==> src/rtl/aho_pkg.sv <==
// ============================================================================
// Module      : aho_pkg
// Description : Shared constants, event record type and FSM state encoding
//               for the AHO event logger.
// Revision    : 1.0 - initial release
// ============================================================================
`default_nettype none

package aho_pkg;

    // Widths of the upstream cycle counter and the run-length field
    localparam int AHO_TS_W  = 16;
    localparam int AHO_RUN_W = 4;

    // One logged record: start timestamp in the upper bits, run length below
    typedef struct packed {
        logic [AHO_TS_W-1:0]  ts;
        logic [AHO_RUN_W-1:0] len;
    } aho_evt_t;

    // Run-tracking FSM: waiting for a run, or counting one
    typedef enum logic [0:0] {
        IDLE = 1'b0,
        RUN  = 1'b1
    } aho_evt_state_e;

endpackage : aho_pkg

`default_nettype wire

==> src/rtl/aho_evt_fifo.sv <==
// ============================================================================
// Module      : aho_evt_fifo
// Description : Generic synchronous first-word-fall-through FIFO. The head
//               entry is visible on dout whenever the FIFO is non-empty and
//               dout is forced to zero when empty. A push into a full FIFO
//               is accepted only if a pop happens on the same edge.
// Revision    : 1.0 - initial release
// ============================================================================
`default_nettype none

module aho_evt_fifo
    import aho_pkg::*;
#(
    parameter int DEPTH = 8,
    parameter int WIDTH = AHO_TS_W + AHO_RUN_W
) (
    input  logic                     CLK,
    input  logic                     RST,
    input  logic                     clr,
    input  logic                     push,
    input  logic [WIDTH-1:0]         din,
    input  logic                     pop,
    output logic [WIDTH-1:0]         dout,
    output logic                     full,
    output logic                     empty,
    output logic [$clog2(DEPTH):0]   level
);

    localparam int              AW       = $clog2(DEPTH);
    localparam logic [AW:0]     FULL_LVL = (AW+1)'(DEPTH);
    localparam logic [AW-1:0]   PTR_INC  = AW'(1);
    localparam logic [AW:0]     CNT_INC  = (AW+1)'(1);

    logic [WIDTH-1:0] mem [DEPTH];
    logic [AW-1:0]    wr_ptr;
    logic [AW-1:0]    rd_ptr;
    logic [AW:0]      count;
    logic             do_push;
    logic             do_pop;

    assign empty = (count == '0);
    assign full  = (count == FULL_LVL);
    assign level = count;

    // A clear suppresses both sides; a full FIFO only accepts with a pop
    assign do_pop  = pop  & ~empty & ~clr;
    assign do_push = push & ~clr & (~full | do_pop);

    assign dout = empty ? '0 : mem[rd_ptr];

    // Pointer and occupancy bookkeeping; pointers wrap naturally (DEPTH = 2^AW)
    always_ff @(posedge CLK or negedge RST) begin
        if (!RST) begin
            wr_ptr <= '0;
            rd_ptr <= '0;
            count  <= '0;
        end else if (clr) begin
            wr_ptr <= '0;
            rd_ptr <= '0;
            count  <= '0;
        end else begin
            if (do_push) wr_ptr <= wr_ptr + PTR_INC;
            if (do_pop)  rd_ptr <= rd_ptr + PTR_INC;
            case ({do_push, do_pop})
                2'b10:   count <= count + CNT_INC;
                2'b01:   count <= count - CNT_INC;
                default: count <= count;
            endcase
        end
    end

    // Storage array; contents need no reset because empty masks dout
    always_ff @(posedge CLK) begin
        if (do_push) mem[wr_ptr] <= din;
    end

endmodule : aho_evt_fifo

`default_nettype wire

==> src/rtl/aho_evt_logger.sv <==
// ============================================================================
// Module      : aho_evt_logger
// Description : Converts runs of consecutive AHO-high cycles into records of
//               {start timestamp, run length} and buffers them in an FWFT
//               FIFO read by a host over a valid/ready handshake. Runs longer
//               than the run-length field allows are split into full chunks.
//               Optional macro AHO_EVT_DROP_CNT_EN adds an 8-bit saturating
//               DROP_CNT output counting records lost to a full FIFO.
// Revision    : 1.0 - initial release
// ============================================================================
`default_nettype none

module aho_evt_logger
    import aho_pkg::*;
#(
    parameter int DEPTH = 8,
    parameter int TS_W  = AHO_TS_W,
    parameter int RUN_W = AHO_RUN_W
) (
    input  logic                     CLK,
    input  logic                     RST,
    input  logic                     AHO,
    input  logic                     EN,
    input  logic                     SYNC_CLR,
    output logic                     EVT_VALID,
    input  logic                     EVT_READY,
    output logic [TS_W-1:0]          EVT_TS,
    output logic [RUN_W-1:0]         EVT_LEN,
    output logic                     OVF,
    output logic [$clog2(DEPTH):0]   LEVEL
`ifdef AHO_EVT_DROP_CNT_EN
    ,
    output logic [7:0]               DROP_CNT
`endif
);

    localparam logic [RUN_W-1:0] RUN_MAX = '1;
    localparam logic [RUN_W-1:0] LEN_ONE = RUN_W'(1);
    localparam logic [TS_W-1:0]  TS_INC  = TS_W'(1);

    aho_evt_state_e         state;
    aho_evt_state_e         state_nxt;
    logic [TS_W-1:0]        ts;
    logic [TS_W-1:0]        ts_start;
    logic [TS_W-1:0]        ts_start_nxt;
    logic [RUN_W-1:0]       len;
    logic [RUN_W-1:0]       len_nxt;
    logic                   capture;
    logic                   push;
    logic [TS_W+RUN_W-1:0]  push_data;
    logic [TS_W+RUN_W-1:0]  head_data;
    logic                   fifo_full;
    logic                   fifo_empty;
    logic                   pop_eff;
    logic                   drop;
    logic                   ovf_q;

    assign capture = EN & AHO;

    // Run tracking: open, extend, split at RUN_MAX, or close and emit a record
    always_comb begin
        state_nxt    = state;
        ts_start_nxt = ts_start;
        len_nxt      = len;
        push         = 1'b0;
        push_data    = {ts_start, len};
        case (state)
            IDLE: begin
                if (capture) begin
                    ts_start_nxt = ts;
                    len_nxt      = LEN_ONE;
                    state_nxt    = RUN;
                end
            end
            RUN: begin
                if (capture) begin
                    if (len == RUN_MAX) begin
                        push         = 1'b1;
                        ts_start_nxt = ts;
                        len_nxt      = LEN_ONE;
                    end else begin
                        len_nxt = len + LEN_ONE;
                    end
                end else begin
                    push      = 1'b1;
                    state_nxt = IDLE;
                end
            end
            default: state_nxt = IDLE;
        endcase
    end

    // FSM state, run registers and free-running timestamp counter
    always_ff @(posedge CLK or negedge RST) begin
        if (!RST) begin
            state    <= IDLE;
            ts       <= '0;
            ts_start <= '0;
            len      <= '0;
        end else if (SYNC_CLR) begin
            state    <= IDLE;
            ts       <= '0;
            ts_start <= '0;
            len      <= '0;
        end else begin
            state    <= state_nxt;
            ts       <= ts + TS_INC;
            ts_start <= ts_start_nxt;
            len      <= len_nxt;
        end
    end

    aho_evt_fifo #(
        .DEPTH (DEPTH),
        .WIDTH (TS_W + RUN_W)
    ) u_fifo (
        .CLK   (CLK),
        .RST   (RST),
        .clr   (SYNC_CLR),
        .push  (push),
        .din   (push_data),
        .pop   (EVT_READY),
        .dout  (head_data),
        .full  (fifo_full),
        .empty (fifo_empty),
        .level (LEVEL)
    );

    assign EVT_VALID = ~fifo_empty;
    assign EVT_TS    = head_data[TS_W+RUN_W-1:RUN_W];
    assign EVT_LEN   = head_data[RUN_W-1:0];

    // A record is lost only when full and nothing leaves on the same edge
    assign pop_eff = EVT_READY & ~fifo_empty;
    assign drop    = push & fifo_full & ~pop_eff & ~SYNC_CLR;

    // Sticky overflow flag, cleared only by reset or synchronous clear
    always_ff @(posedge CLK or negedge RST) begin
        if (!RST) begin
            ovf_q <= 1'b0;
        end else if (SYNC_CLR) begin
            ovf_q <= 1'b0;
        end else if (drop) begin
            ovf_q <= 1'b1;
        end
    end

    assign OVF = ovf_q;

`ifdef AHO_EVT_DROP_CNT_EN
    logic [7:0] drop_cnt;

    // Saturating count of lost records
    always_ff @(posedge CLK or negedge RST) begin
        if (!RST) begin
            drop_cnt <= '0;
        end else if (SYNC_CLR) begin
            drop_cnt <= '0;
        end else if (drop && (drop_cnt != 8'hFF)) begin
            drop_cnt <= drop_cnt + 8'd1;
        end
    end

    assign DROP_CNT = drop_cnt;
`endif

endmodule : aho_evt_logger

`default_nettype wire

==> config.mk <==
export PLATFORM = sky130hd
export DESIGN_NAME = aho_evt_logger
export DESIGN_NICKNAME = d
export VERILOG_FILES = /design/src/rtl/aho_pkg.sv /design/src/rtl/aho_evt_fifo.sv /design/src/rtl/aho_evt_logger.sv
export SDC_FILE = /design/constraint.sdc
export NUM_CORES = 1
export LEC_CHECK = 0
export BUFFER_PORTS_ARGS = -buffer_cell sky130_fd_sc_hd__buf_2
export CAP_MARGIN = 10
export CORE_MARGIN = 3
export CORE_UTILIZATION = 55
export DETAILED_ROUTE_END_ITERATION = 10
export GPL_TIMING_DRIVEN = 0
export PLACE_DENSITY = 0.72
export RECOVER_POWER = 50
export SYNTH_ARGS = -nofsm -noshare
export SYNTH_HDL_FRONTEND = slang
export SYNTH_SLANG_ARGS = --single-unit
==> constraint.sdc <==
create_clock -name CLK -period 4.9 [get_ports CLK]
set_clock_uncertainty 0.15 [all_clocks]
set_input_delay 1.225 -clock CLK [delete_from_list [all_inputs] [get_ports CLK]]
set_output_delay 1.225 -clock CLK [all_outputs]
set_load 0.02 [all_outputs]
Word-level counts from Yosys, hierarchy flattened
Memories as Yosys holds them, arrays and structs flattened. Cells that the tools add are included.

Add/sub/neg operators: 6. Equal/unequal tests: 7. Multiplexer cells: 27. Bitwise logic cells: 14. Reductions and logical operators: 7.

Operator list (number): $mux W16 (5); $pmux W16 S2 (1); $mux W20 (1); $mux W4 (5); $add A16 B1 Y16 const B (1); $pmux W4 S2 (2); $mux W3 (4); $mux W1 (9); $add A4 B1 Y4 const B (2); $and A1 B1 Y1 (8); $eq A4 B4 Y1 const B (2); $add A3 B1 Y3 const B (2); $ne A3 B2 Y1 const B (2); $reduce_bool A2 Y1 (3); $not A1 Y1 (5); $logic_not A4 Y1 (1); $sub A4 B1 Y4 const B (1); $ne A3 B3 Y1 const B (1); $reduce_and A3 Y1 (1); $reduce_bool A3 Y1 (1); $eq A2 B1 Y1 const B (1); $eq A2 B2 Y1 const B (1); $reduce_and A2 Y1 (1); $or A1 B1 Y1 (1).

Bits in registers: 48. RAM bits: 160. Input bits: 6. Output and inout bits: 26. Memories: 1.

Memories: u_fifo.mem (depth 8, width 20, rd ports 1, clocked after memory_dff 0, write ports 1, line aho_evt_fifo.sv:34) `logic [WIDTH-1:0] mem [DEPTH];`.

Logic depth before layout (Yosys ltp)
Depth in word-level cells: 9. Gate-level depth with buffers: 10. Mapped depth without buffers: 10.

Hierarchy
Synthesis repeated with hierarchy kept, for this count alone.

Cell total of the unflattened synthesis: 511. Area, all modules: 8552.0 um2.

By module, submodules not included: aho_evt_fifo (instances 1, cells an instance 332, area each 6745.2 um2, sequential area each 5054.8 um2); aho_evt_logger (instances 1, cells an instance 179, area each 1806.7 um2, sequential area each 950.9 um2).

Worst setup path before layout
No wires, ideal clock.

Path kind: in2reg. Start: input EN. End: memory u_fifo.mem[0][0] (netlist bit), enable pin. Setup time: 0.448 ns. Arrival time: 4.092 ns. Data required time: 4.302 ns. Slack: 0.210 ns. Cell stages on the path: 5. Path buffers: 1. Path through: and2_1 clkbuf_1 a221o_1 nand2b_1 nor4_1.

Cells in the longest elaborated chain, start to end: 7.

RTL lines: start: declaration (line aho_evt_logger.sv:23) `input logic EN,`; $and A1 B1 Y1 (line aho_evt_logger.sv:58) `assign capture = EN & AHO;`; $mux W1 (line aho_evt_logger.sv:76) `if (capture) begin`; $mux W1 (line aho_evt_logger.sv:67) `case (state)`; $and A1 B1 Y1 (2 in series) (line aho_evt_fifo.sv:47) `assign do_push = push & ~clr & (~full | do_pop);`; $mux W1 (line aho_evt_fifo.sv:74) `if (do_push) mem[wr_ptr] <= din;`; $mux W1 (not written as such) (line aho_evt_fifo.sv:74); end: declaration (line aho_evt_fifo.sv:34).

No other way between the ends.

Final worst setup path
Start: register u_fifo.rd_ptr[1]. End: output EVT_TS[15].

Cells in the longest elaborated chain, start to end: 2.

RTL lines: start: declaration (line aho_evt_fifo.sv:36) `logic [AW-1:0] rd_ptr;`; start signal: assignment (line aho_evt_fifo.sv:63) `if (do_pop) rd_ptr <= rd_ptr + PTR_INC;`; $mem_v2 Z8 W20; $mux W20 (line aho_evt_fifo.sv:49) `assign dout = empty ? '0 : mem[rd_ptr];`; end: declaration (line aho_evt_logger.sv:27) `output logic [TS_W-1:0] EVT_TS,`.

No other way between the ends.

==> metrics.txt <==
status finished with violations; failing checks capacitance limit, slew limit; first drt pass iteration count 5; post-layout min period 3.92 ns; sequence of cells on the critical path clkbuf_1 > buf_1 > mux4_2 > mux2i_1 > nor2_1 > buf_2; mean post-synth cell area 17.2 µm²; DRT antenna net count 0; Final Hold Viols 0; Core ar. 14800 µm²; Mapped Cells around 490; HP Class reg2reg; Hold-fix buffers, CTS 0; die width 130 µm; final setup fails 0; biggest area consumer among synthesized cells edfxtp_1; Max Root-Sink Buffers 3; total global routing overflow 0; DR iter-0 viols 464; EDFF count, synth 160; Worst setup SP type register; n_diodes 0; Worst path max stage delay 0.60 ns; Worst Path Required about 3.5 ns; most numerous cell in the Yosys netlist edfxtp_1; layout cells sized above 1 23.8%; die area 17000 µm²; async set or reset register ratio after synthesis approximately 23%; Slew headroom -64.6%; pwr dens 454 nW/µm²; Reg2Reg Setup Slack 1.55 ns; CTS clk-pin slew, worst paths 0.06 ns; clk_lat worst skew 0.50 ns; Final Worst Setup Slack 0.977 ns; Ys Warns 0; Fmax 255 MHz; clk root buf clkbuf_16; max cap viols 1; top_reg_cell synth edfxtp_1; Area Overhead vs Synth 14.8%; Routed WL 16600 µm; CTS buffer count 22; setup TNS 0 ns; vias in the first global route 4814; CP endpoint kind primary output; maximum VDD drop roughly 0.29 mV; Synth area leaders edfxtp_1 (57%), dfrtp_1 (14%), mux4_2 (11%); critical path fanouts, max 10; Cell Count, Final, Fillers Out 759; Port Buffers 31; placed cell areas 9020 µm²; DP HPWL 10900 µm; Yosys top cell area share 56.6%; routability congestion estimate 0.765; final slew viol count 49; antenna violations before repair 0; TritonCTS clock tree yes; global-route wire length before repair 26600 µm; Seq/Total Area, Yosys 70.7%; vias post-DR 4486; Commonest cells post-synth edfxtp_1 (160), nor2_1 (70), dfrtp_1 (48); Tcrit/Tclk final 80.1%; pre-CTS worst setup slack 0.858 ns; Mapped Nets 507; Die Y 130 µm; dpl cells 719; Mapped Area ~8500 µm²; IO Count 32; RSZ-0062 raised after global routing no; slowest cell on the critical path buf_1; row cnt 44; initial core utilization 57.3%; total power around 4400 µW; CP arrival 2.55 ns; largest net degree at the start of global routing a little under 50; gr usage total 21.0%; Crit Path Class reg2out; post-CTS setup buffers 0; CP bufs+invs 3; clock sink count 208; Worst Tran Pin Value 2.47 ns; DR DRC count 0; LEAKAGE 0.00349 µW; H-tree levels 1; post-synthesis register bit count 208; Distinct cells, synth 50; routed length per placed instance 21.9 µm; post-CTS resize count 0; Nets 572; Design Area, Final 9740 µm²; Largest delay share family, worst path buffers and inverters; detailed-route vias per instance 5.91
## report_power, final
group          internal (µW)  switching [µW]
combinational            379             489
sequential              1900            25.8
clock                    982             644
## path summary, 6_finish.rpt
path / cells past startpoint / start / end
max in group asynchronous: 1 / RST / ts[4]
max: 6 / u_fifo.rd_ptr[1] / EVT_TS[15]
min reg2reg: 1 / ts[0] / ts[0]
max reg2reg: 7 / len[1] / u_fifo.mem[0][10]
min in group asynchronous: 1 / RST / ts[9]
min: 1 / ts[0] / ts[0]
## registers in the layout, summed over array words and instances, names as in the netlist
signal / flops
ts_start: 16
ts: 16
OVF: 1
state: 1
u_fifo.level: 4
u_fifo.mem: 160
u_fifo.rd_ptr: 3
u_fifo.wr_ptr: 3
len: 4
## worst register-to-register path, cell delays in order, from the launching register on
cell,delay (ns)
dfrtp_1,0.56
ha_1,0.31
nand3_4,0.15
a221o_1,0.49
nand2b_1,0.28
nor4_2,0.62
buf_4,0.29
buf_4,0.19
## final cells by class
class | count | area (µm²)
fill | 1001 | 5070
multi-input combinational | 257 | 2390
inverter | 6 | 22.5
clock buffer | 29 | 608
buffer | 23 | 98.8
clock inverter | 11 | 111
sequential | 208 | 6010
tap | 184 | 230
timing repair buffer | 41 | 273
## layout by cell type (no fill, tap or decap), types with 2 or more instances in the layout
cell | netlist | final
a31oi_1 | 2 | 2
o21ai_0 | 4 | 4
xor2_1 | 4 | 4
clkinv_2 | 0 | 5
buf_1 | 7 | 7
nand3b_1 | 2 | 2
clkinv_1 | 0 | 2
or3_1 | 3 | 3
buf_8 | 0 | 5
a21oi_1 | 7 | 7
nand2_1 | 10 | 10
nand2b_1 | 3 | 3
buf_6 | 1 | 3
clkbuf_16 | 0 | 23
mux2i_1 | 39 | 39
buf_2 | 4 | 33
edfxtp_1 | 160 | 160
ha_1 | 6 | 6
nand4_1 | 4 | 4
clkbuf_1 | 11 | 18
xnor2_1 | 11 | 11
bufinv_16 | 0 | 2
mux2_1 | 2 | 2
inv_1 | 5 | 5
mux2_2 | 2 | 2
nor3_1 | 5 | 5
nor3b_1 | 2 | 2
nor2_1 | 70 | 64
buf_4 | 0 | 3
mux4_2 | 40 | 40
nor4_1 | 4 | 3
nand3_1 | 9 | 9
dfrtp_1 | 48 | 48
nor2b_1 | 7 | 7
nor2_2 | 0 | 6
## cells by family after synthesis
family	Yosys count	synth area share (%)
muxes	84	16.0
AOI/OAI and AO/OA	23	1.84
xor gates and xnor gates	15	1.55
adders and majority gates	7	1.12
DFF	208	70.7
and+or+nand+nor	128	7.31
buffers and inverters	29	1.43
## through the flow
| step | hold slack (ns) | util (%) |
|---|---|---|
| floorplan | 0.295 | - |
| global placement | 0.319 | 59.9 |
| detailed placement | 0.334 | 60.9 |
| CTS | 0.341 | 65.8 |
| global route | 0.370 | 65.8 |
| finish | 0.334 | 65.8 |
## per-layer routing
layer | wire, µm | share of wire (%) | vias up | global-route usage (%)
met3 | 917 | 5.5 | 26 | 3.77
met5 | 0 | 0 | - | 0
met2 | 8440 | 51 | 134 | 35.2
li1 | - | - | 2032 | -
met4 | 326 | 2.0 | 0 | 6.05
met1 | 6920 | 42 | 2294 | 28.5
Note: power is estimated with default switching activity, not from simulation.
